File: src/rtl/reset_ctrl_pkg.sv
// Shared types for the reset controller: FSM states and per-source edge modes.
package reset_ctrl_pkg;

  typedef enum logic [1:0] {
    ST_LOCK    = 2'd0,
    ST_STRETCH = 2'd1,
    ST_RUN     = 2'd2
  } ctrl_state_t;

  typedef enum logic [1:0] {
    MODE_OFF   = 2'b00,
    MODE_LEVEL = 2'b01,
    MODE_RISE  = 2'b10,
    MODE_FALL  = 2'b11
  } edge_mode_t;

  // Quiescent level of a source: falling-edge sources idle high.
  function automatic logic idle_level(edge_mode_t mode);
    return (mode == MODE_FALL);
  endfunction

endpackage

File: src/rtl/reset_debounce.sv
// One reset source: synchroniser chain, stable-count debouncer, edge/level event.
module reset_debounce
  import reset_ctrl_pkg::*;
#(
  parameter int unsigned SYNC_STAGES     = 2,
  parameter int unsigned DEBOUNCE_CYCLES = 16,
  parameter edge_mode_t  MODE            = MODE_FALL
) (
  input  logic clk,
  input  logic reset,
  input  logic src_in,
  output logic src_event
);

  localparam logic           IDLE     = idle_level(MODE);
  localparam int unsigned    CW       = (DEBOUNCE_CYCLES > 1) ? $clog2(DEBOUNCE_CYCLES) : 1;
  localparam logic [CW-1:0]  CNT_LAST = CW'(DEBOUNCE_CYCLES - 1);

  logic [SYNC_STAGES-1:0] sync_q;
  logic [CW-1:0]          cnt_q;
  logic [CW-1:0]          cnt_nxt;
  logic                   level_q;
  logic                   level_nxt;
  logic                   event_nxt;
  logic                   synced;

  assign synced = sync_q[SYNC_STAGES-1];

  // Metastability chain, preset to the idle level so reset release is quiet.
  always_ff @(posedge clk) begin
    if (reset) sync_q <= {SYNC_STAGES{IDLE}};
    else       sync_q <= {sync_q[SYNC_STAGES-2:0], src_in};
  end

  // Level follows the synchronised input only after DEBOUNCE_CYCLES straight mismatches.
  always_comb begin
    level_nxt = level_q;
    cnt_nxt   = '0;
    if (synced != level_q) begin
      if (cnt_q == CNT_LAST) level_nxt = synced;
      else                   cnt_nxt   = cnt_q + CW'(1);
    end
  end

  // Event decode on the level about to be registered, giving a one-cycle registered event.
  always_comb begin
    event_nxt = 1'b0;
    case (MODE)
      MODE_LEVEL: event_nxt = level_nxt;
      MODE_RISE:  event_nxt = level_nxt & ~level_q;
      MODE_FALL:  event_nxt = ~level_nxt & level_q;
      default:    event_nxt = 1'b0;
    endcase
  end

  // Debounce state and registered event output.
  always_ff @(posedge clk) begin
    if (reset) begin
      cnt_q     <= '0;
      level_q   <= IDLE;
      src_event <= 1'b0;
    end else begin
      cnt_q     <= cnt_nxt;
      level_q   <= level_nxt;
      src_event <= event_nxt;
    end
  end

endmodule

File: src/rtl/reset_controller.sv
// System reset sequencer: waits for PLL lock, stretches sys_reset, restarts on source
// or software events, and records sticky causes plus a saturating event count.
module reset_controller
  import reset_ctrl_pkg::*;
#(
  parameter int unsigned         NUM_SRC         = 2,
  parameter int unsigned         SYNC_STAGES     = 2,
  parameter int unsigned         DEBOUNCE_CYCLES = 16,
  parameter int unsigned         STRETCH_CYCLES  = 256,
  parameter logic [2*NUM_SRC-1:0] EDGE_MODE      = {NUM_SRC{2'b11}}
) (
  input  logic               clk,
  input  logic               reset,
  input  logic               pll_locked,
  input  logic [NUM_SRC-1:0] src_in,
  input  logic               sw_reset_req,
  input  logic               cause_clear,
  output logic               sys_reset,
  output logic               ready,
  output logic [NUM_SRC+1:0] reset_cause,
  output logic [7:0]         reset_count
);

  localparam int unsigned   SW          = $clog2(STRETCH_CYCLES);
  localparam logic [SW-1:0] STRETCH_END = SW'(STRETCH_CYCLES - 1);

  ctrl_state_t          state_q;
  logic [SW-1:0]        stretch_cnt;
  logic [SYNC_STAGES-1:0] lock_sync_q;
  logic [NUM_SRC-1:0]   src_event;
  logic [NUM_SRC+1:0]   cause_set;
  logic                 lock_ok;
  logic                 any_event;
  logic                 count_inc;

  for (genvar i = 0; i < NUM_SRC; i++) begin : g_src
    reset_debounce #(
      .SYNC_STAGES     (SYNC_STAGES),
      .DEBOUNCE_CYCLES (DEBOUNCE_CYCLES),
      .MODE            (edge_mode_t'(EDGE_MODE[2*i +: 2]))
    ) u_debounce (
      .clk       (clk),
      .reset     (reset),
      .src_in    (src_in[i]),
      .src_event (src_event[i])
    );
  end

  // PLL lock synchroniser; lock is assumed absent until proven.
  always_ff @(posedge clk) begin
    if (reset) lock_sync_q <= '0;
    else       lock_sync_q <= {lock_sync_q[SYNC_STAGES-2:0], pll_locked};
  end

  assign lock_ok   = lock_sync_q[SYNC_STAGES-1];
  assign any_event = (|src_event) | sw_reset_req;

  // Cause and count qualification: nothing is recorded while in LOCK; lock loss masks events.
  always_comb begin
    cause_set = '0;
    count_inc = 1'b0;
    if (state_q != ST_LOCK) begin
      if (!lock_ok) cause_set[NUM_SRC+1] = 1'b1;
      else          cause_set = {1'b0, sw_reset_req, src_event};
      count_inc = (state_q == ST_RUN) && (!lock_ok || any_event);
    end
  end

  // Sequencer FSM with registered outputs; priority is lock loss, then events, then stretch end.
  always_ff @(posedge clk) begin
    if (reset) begin
      state_q     <= ST_LOCK;
      stretch_cnt <= '0;
      sys_reset   <= 1'b1;
      ready       <= 1'b0;
      reset_cause <= '0;
      reset_count <= '0;
    end else begin
      case (state_q)
        ST_LOCK: begin
          if (lock_ok) begin
            state_q     <= ST_STRETCH;
            stretch_cnt <= '0;
          end
        end
        ST_STRETCH, ST_RUN: begin
          if (!lock_ok) begin
            state_q     <= ST_LOCK;
            stretch_cnt <= '0;
            sys_reset   <= 1'b1;
            ready       <= 1'b0;
          end else if (any_event) begin
            state_q     <= ST_STRETCH;
            stretch_cnt <= '0;
            sys_reset   <= 1'b1;
            ready       <= 1'b0;
          end else if (state_q == ST_STRETCH) begin
            if (stretch_cnt == STRETCH_END) begin
              state_q     <= ST_RUN;
              stretch_cnt <= '0;
              sys_reset   <= 1'b0;
              ready       <= 1'b1;
            end else begin
              stretch_cnt <= stretch_cnt + SW'(1);
            end
          end
        end
        default: begin
          state_q     <= ST_LOCK;
          stretch_cnt <= '0;
          sys_reset   <= 1'b1;
          ready       <= 1'b0;
        end
      endcase

      reset_cause <= (cause_clear ? '0 : reset_cause) | cause_set;
      if (count_inc && (reset_count != 8'hFF)) reset_count <= reset_count + 8'd1;
    end
  end

endmodule

File: config.mk
export PLATFORM = sky130hd
export DESIGN_NAME = reset_controller
export DESIGN_NICKNAME = d
export VERILOG_FILES = /design/src/rtl/reset_ctrl_pkg.sv /design/src/rtl/reset_debounce.sv /design/src/rtl/reset_controller.sv
export SDC_FILE = /design/constraint.sdc
export NUM_CORES = 1
export LEC_CHECK = 0
export ABC_AREA = 1
export BUFFER_PORTS_ARGS = -buffer_cell sky130_fd_sc_hd__buf_2
export CAP_MARGIN = 20
export CELL_PAD_IN_SITES_DETAIL_PLACEMENT = 0
export CELL_PAD_IN_SITES_GLOBAL_PLACEMENT = 2
export CORE_UTILIZATION = 33
export CTS_CLUSTER_DIAMETER = 40
export DETAILED_ROUTE_END_ITERATION = 10
export GPL_TIMING_DRIVEN = 0
export PLACE_DENSITY_LB_ADDON = 0.1
export SLEW_MARGIN = 20
export SYNTH_ARGS = -nofsm -noshare
export SYNTH_HDL_FRONTEND = slang
export SYNTH_SLANG_ARGS = --single-unit
File: constraint.sdc
create_clock -name clk -period 1.9 [get_ports clk]
set_input_delay 0.095 -clock clk [delete_from_list [all_inputs] [get_ports clk]]
set_output_delay 0.095 -clock clk [all_outputs]
set_load 0.02 [all_outputs]
==> results of run 1 <==
## flip-flops by register name, summed over array words and instances (netlist names)
signal and cells:
g_src.u_debounce.level_q 2, reset_count 8, g_src.u_debounce.src_event 2, sys_reset 1, reset_cause 4, g_src.u_debounce.sync_q 4, state_q 2, lock_sync_q 2
g_src.u_debounce.cnt_q 8, stretch_cnt 8, ready 1
## metal layers
metal,share of wire (%),vias to the layer above
li1,-,887
met2,45,16
met3,2.7,4
met1,52,686
met4,0.88,0
met5,0,-
## worst max path at each step
| stage | startpoint | depth (start not counted) | slack, ns | endpoint |
|---|---|---|---|---|
| 2_1_floorplan | reset_count[0]$_SDFFE_PP0P_ | 8 | 0.48 | reset_count[2]$_SDFFE_PP0P_ |
| 3_3_place_gp | state_q[0]$_SDFFE_PP0P_ | 7 | 0.24 | reset_count[2]$_SDFFE_PP0P_ |
| 3_5_place_dp | state_q[0]$_SDFFE_PP0P_ | 7 | 0.22 | reset_count[2]$_SDFFE_PP0P_ |
| 4_1_cts | state_q[0]$_SDFFE_PP0P_ | 7 | 0.19 | reset_count[2]$_SDFFE_PP0P_ |
| 5_1_grt | reset_count[0]$_SDFFE_PP0P_ | 7 | 0.14 | reset_count[7]$_SDFFE_PP0P_ |
| 6_report | state_q[0]$_SDFFE_PP0P_ | 7 | 0.34 | reset_count[2]$_SDFFE_PP0P_ |
## cells in the final DEF, fill, tap and decap left out, types with 3 or more instances in the layout
cell and n:
clkbuf_8 5, nand3_1 22, dfxtp_1 42, buf_2 20
nor3_1 4, nand3b_1 4, dlygate4sd3_1 3, nand2_1 75
o21ai_0 3, or2_2 4, nor2_1 36, a21oi_1 13
xor2_1 8, ha_1 7, inv_1 30
## cells in the mapped netlist
cell type / number / share of area [%]
a21oi_1: 13 / 3.4
a21oi_2: 1 / 0.45
buf_1: 1 / 0.19
buf_4: 1 / 0.39
buf_6: 1 / 0.58
clkbuf_1: 1 / 0.19
dfxtp_1: 42 / 43
ha_1: 7 / 4.5
inv_1: 30 / 5.8
inv_4: 1 / 0.32
nand2_1: 75 / 15
nand2_2: 1 / 0.32
nand2_4: 2 / 1.2
nand3_1: 22 / 5.7
nand3_2: 1 / 0.52
nand3b_1: 4 / 1.6
nand4_1: 1 / 0.32
nand4_2: 1 / 0.65
nor2_1: 37 / 7.2
nor2_2: 1 / 0.32
nor2_4: 2 / 1.2
nor3_1: 4 / 1.0
o2111ai_1: 1 / 0.45
o21ai_0: 3 / 0.78
or2_2: 4 / 1.3
xor2_1: 8 / 3.6
## report_power, final
part           internal, mW  total [mW]  switching, mW
registers             0.944       0.989         0.0449
logic                 0.200       0.579          0.379
clock network         0.392       0.699          0.307
## final cells by class
cell class,count,area (um^2),share of cell area (%)
plain buffers,4,26.3,1.16
multi-input cells,188,950,41.9
repair buffers,23,130,5.74
clock inverters,2,37.5,1.66
well taps,72,90.1,3.98
flip-flops and latches,42,841,37.1
inverters,31,119,5.25
clock buffers,6,72.6,3.20
## timing repair
item / CTS / global route
buffers inserted: 0 / 0
hold buffers: 3 / 0
endpoints found under the hold margin: 3 / 0
setup endpoints to repair: 0 / 3
resized for setup: 0 / 1
## worst max-delay path, stage by stage (launching register included)
cell     delay, ns
dfxtp_1       0.36
inv_1         0.07
ha_1          0.23
nor2_1        0.18
nand2_1       0.09
nor2_2        0.31
nand2_1       0.09
a21oi_1       0.15
## kinds of logic (layout without fill, tap and decap cells)
kind of cell    Yosys count  count (layout)  share of synthesized area [%]
simple gates            155             155                           35.8
flops                    42              42                           43.5
buf+inv                  35              66                           7.51
compound gates           18              18                           5.05
xor+xnor                  8               8                           3.62
fa+ha+maj                 7               7                           4.53
==> flow_summary.yaml, run 1 <==
clock_network:
  clkTransAtPathRegs_ns: 0.08
  clkLatencyLatePin_ns: 0.29
  cts_made_buffers: 5
  cts_tree: "built"
  numClockSinks: 42
  cts-htree-levels: 2
  cts-root-buf: "clkbuf_8"
  clockBufferDepth: 2
global_routing:
  met2_usage_pct: 22.6
  met1_usage_pct: 19.0
  globalRouteOverflowTotal: 0
  grt_use_total_pct: 14.2
  grt_util_met3_pct: 3.49
  top_usage_layer: "met2"
  grt_pass1_wl_mm: 6.82
  grt_pass1_vias: 1448
  grt_max_degree: 14
  antenna_found_initial: 0
setup_path:
  ff2ff_path_depth: 7
  path_max_fanout: 8
  arrival_ns: 1.78
  path_class: "reg2reg"
  r2r_slack_ns: 0.34
  start_kind: "flip-flop"
  crit_path_end_kind: "flip-flop"
  worstReg2RegEnd: "reset_count[2]$_SDFFE_PP0P_"
  critPathRequiredTime_ns: 2.11
  r2r-start: "state_q[0]$_SDFFE_PP0P_"
power_and_ir_drop:
  ir_worst_vdd_uv: 492
  power.leakage_nw: 1.03
  p_per_area_nw_per_um2: 1000
  power.total_mw: 2.27
place:
  gp_congestion: 0.698
  post-dp-hpwl_mm: 2.94
  place_area_um2: 2120
  post-place-ws_ns: 0.217
  dp.cells: 357
  place.port_buffers: 20
sta:
  fmax_ghz: 0.639
  fin_crit_sh_pct: 82.4
  finalMaxSlewViolations: 0
  hold_viol: 0
  min_period_ns: 1.56
  worstMarginPinSlew_ns: 0.592
  timing.final.ws_setup_ns: 0.335
  fin_setup_tns_ns: 0
  hold_slack_ns: 0.100
  setup_viol: 0
  maxSlewHeadroom_pct: 60.6
  rsz0062_at_grt: "false"
  clock_skew_ns: 0.00571
route:
  drtIter0Drc: 55
  vias_per_cell: 4.33
  detail-route-antenna-nets: 0
  drc: 0
  drt-total-wl_mm: 4.00
  dr_total_vias: 1593
  firstDrtPassIters: 4
  avgRoutedWirePerCell_um: 10.9
cells_and_area:
  fin_nets: 309
  num_antenna_cells: 0
  drive_above_1_share_pct: 14.9
  final_cell_area_um2: 2270
  final_cells: 368
  final_util_pct: 40.7
  nFillCells: 622
  area.growth.synth_to_final_pct: 17.2
floorplan:
  rows: 27
  die-area_um2: 6170
  die_w_um: 78.5
  ioPinCount: 21
  start_util_pct: 34.7
  die_h_um: 78.5
  core_um2: 5570
min_path:
  hp-class: "in2reg"
  hold-path-endpoint: "reset_cause[2]$_SDFF_PP0_"
  hold_start: "sw_reset_req"
  hold_depth: 3
logic_synthesis:
  synth_cell_type_count: 26
  synth_seq_cells: 42
  ys_seq_area_share_pct: 43.5
  synth_nets: 279
  syn-cell-area_um2: 1930
  synth_cells: 265
  synth_area_per_cell_um2: 7.29
  ys_warn_count: 0
job:
  max_cap_violations: 0
run_status:
  status: "complete, no violations"
(Power assumes the default switching activity.)
==> inputs of run 2 (changes only) <==
ABC_AREA = 0   (was 1)
CORE_UTILIZATION = 35   (was 33)
clock period = 1.5 ns   (was 1.9 ns; I/O delays follow)
==> run 2 against run 1 <==
  * The run now ends with setup timing left
  * Critical path depth stayed put
  * Sequential share of layout area is 1.6 points lower
  * Maximum frequency is 3.1% lower
  * Cell count is 15% lower
  * Count of clock-buffer cells in the layout is 1 lower
  * Synthesized cell count is 25% lower
  * Highest routed layer unchanged
==> flow_summary.yaml, run 2 <==
floorplan:
  die_h_um: 74.8
  die_w_um: 74.8
  core_um2: 5110
  rows: 26
  start_util_pct: 36.3
  ioPinCount: 21
  die-area_um2: 5590
min_path:
  hp-class: "in2reg"
logic_synthesis:
  synthTopCellsByCount: "dfxtp_1 (42), nor2_1 (24), a21oi_1 (15), nand3_1 (15), inv_1 (9)"
  synthArstFlopShare_pct: 0
  ys_seq_area_share_pct: 45.3
  synth_most_common_cell: "dfxtp_1"
  ys.flop_type: "dfxtp_1"
  synth_nets: 214
  synth_cell_type_count: 41
  ys_warn_count: 0
  netlist_top_cells_area: "dfxtp_1 (45%), nor2_1 (4.9%), ha_1 (4.7%)"
  synth-simple-area-share_pct: 24.1
  synth_seq_cells: 42
  synth_area_per_cell_um2: 9.27
  synth_top_family_by_area: "simple AND/OR/NAND/NOR gates"
  synth-xor-area-share_pct: 4.72
  synth_compound_area_share_pct: 15.8
  syn-cell-area_um2: 1850
  synth_edf_count: 0
  synth_mux_area_share_pct: 1.62
  yosysTopAreaCell: "dfxtp_1"
  synth_cells: 200
  synth.top_cell.area_share_pct: 45.3
  synthAdderAreaFrac_pct: 4.72
run_status:
  violations: "setup timing"
  status: "finished, violations left"
setup_path:
  worstReg2RegEnd: "state_q[0]$_SDFFE_PP0P_"
  ff2ff_path_depth: 7
  slowest_delay_ns: 0.39
  path_max_fanout: 9
  crit_cells: 7
  cp_num_buf_inv: 2
  path_class: "reg2reg"
  crit_slowest_cell: "dfxtp_4"
  cp-startpoint: "state_q[1]$_SDFFE_PP0P_"
  r2r_slack_ns: -0.12
  r2r-start: "state_q[1]$_SDFFE_PP0P_"
  crit_path_end_kind: "flip-flop"
  crit_path_cell_trace: "inv_4 -> ha_4 -> nor2b_4 -> a21o_1 -> buf_6 -> or3_1 -> o31ai_2"
  arrival_ns: 1.82
  critPathRequiredTime_ns: 1.71
  cpLargestDelayFamily: "simple AND/OR/NAND/NOR gates"
  cp-endpoint: "state_q[0]$_SDFFE_PP0P_"
  start_kind: "flip-flop"
cells_and_area:
  num_antenna_cells: 0
  final_util_pct: 47.1
  nFillCells: 510
  fin_nets: 255
  layout_commonest_cell: "dfxtp_1"
  top_regs: "g_src.u_debounce.cnt_q x8, reset_count x8, stretch_cnt x8"
  final_cell_mix: "dfxtp_1 (35), nor2_1 (22), buf_2 (20)"
  area.growth.synth_to_final_pct: 29.6
  drive_above_1_share_pct: 33.5
global_routing:
  grt_pass1_vias: 1480
  grt_pass1_wl_mm: 6.52
  antenna_found_initial: 0
  grt_max_degree: 15
  globalRouteOverflowTotal: 0
  grt_use_total_pct: 15.8
sta:
  clock_skew_ns: 0.00380
  rsz0062_at_grt: "true"
  hold_slack_ns: 0.0944
  min_period_ns: 1.62
  maxSlewHeadroom_pct: 59.2
  worstMarginPinSlew_ns: 0.612
  fmax_ghz: 0.619
  finalMaxSlewViolations: 0
  fin_setup_tns_ns: -1.12
  timing.final.ws_setup_ns: -0.115
  hold_viol: 0
  setup_viol: 17
  fin_crit_sh_pct: 108
clock_network:
  cts_made_buffers: 5
  cts-htree-levels: 2
  clkTransAtPathRegs_ns: 0.08
  cts-root-buf: "clkbuf_8"
  clkLatencyLatePin_ns: 0.29
  cts_tree: "built"
  clockBufferDepth: 2
  numClockSinks: 42
route:
  avgRoutedWirePerCell_um: 13.1
  drc: 0
  detail-route-antenna-nets: 0
  drt-total-wl_mm: 4.09
  drtIter0Drc: 64
  vias_per_cell: 4.99
  dr_total_vias: 1556
  firstDrtPassIters: 4
power_and_ir_drop:
  ir_worst_vdd_uv: 421
  p_per_area_nw_per_um2: 931
  power.leakage_nw: 0.933
place:
  gp_congestion: 0.897
  place.port_buffers: 20
  post-dp-hpwl_mm: 2.89
  post-place-ws_ns: -0.185
job:
  max_cap_violations: 0
-- run 2: area by class of cell --
type	count	area [um^2]	area share (%)
Clock inverter	3	21.3	0.885
Clock buffer	5	68.8	2.86
Multi-Input combinational cell	143	1060	44.3
Timing Repair Buffer	34	220	9.16
Inverter	9	41.3	1.72
Sequential cell	42	855	35.6
Tap cell	70	87.6	3.64
Buffer	6	45.0	1.87
-- run 2: worst register-to-register path, stage by stage, from the launching register on --
cell	delay [ns]
dfxtp_4	0.39
inv_4	0.05
ha_4	0.17
nor2b_4	0.14
a21o_1	0.18
buf_6	0.15
or3_1	0.39
o31ai_2	0.07
-- run 2: cells by family (layout without fill, tap and decap cells) --
family / after synthesis / in the layout
xor gates and xnor gates: 10 / 10
AOI/OAI and AO/OA: 42 / 42
muxes: 3 / 3
and+or+nand+nor: 81 / 81
buffers and inverters: 15 / 57
adders and majority gates: 7 / 7
DFF: 42 / 42
-- run 2: metrics by stage --
stage | area, um^2 | total power, mW | std cells
global placement | 2100 | 1.45 | 290
global route | 2400 | 2.38 | 312
detailed placement | 2100 | 1.46 | 290
CTS | 2320 | 2.24 | 308
floorplan | 1920 | 1.38 | 200
finish | 2400 | 2.24 | 312
-- run 2: how the worst min path moves through the flow --
stage                     startpoint                                        to  slack [ns]  cells after the start
after floorplan            src_in[0]  g_src[0].u_debounce.sync_q[0]$_SDFF_PP1_        0.18                      1
after global placement     src_in[0]  g_src[0].u_debounce.sync_q[0]$_SDFF_PP1_        0.26                      2
after detailed placement   src_in[0]  g_src[0].u_debounce.sync_q[0]$_SDFF_PP1_        0.26                      2
after CTS                      reset    g_src[1].u_debounce.level_q$_SDFF_PP1_        0.09                      2
after global routing           reset    g_src[1].u_debounce.level_q$_SDFF_PP1_        0.12                      2
final                          reset    g_src[1].u_debounce.level_q$_SDFF_PP1_        0.09                      2
-- run 2: power by group --
group	switching, mW	internal [mW]
sequential	0.0207	1.14
combinational	0.190	0.168
clock	0.393	0.327
-- run 2: what timing repair did --
item,in CTS,in global routing
buffers inserted,6,4
hold buffers,3,0
gates resized for setup,17,11
setup endpoints to repair,19,20
cloned,1,0
endpoints found under the hold margin,3,0
pin swaps,4,5
-- run 2: per-layer routing --
metal / wire, um / up-vias / track usage, % / share of wire [%]
met5: 0 / - / 0 / 0
met4: 80 / 0 / 7.34 / 2.0
met3: 103 / 8 / 3.61 / 2.5
met2: 1960 / 22 / 25.7 / 48
met1: 1940 / 730 / 19.7 / 47
li1: - / 796 / - / -
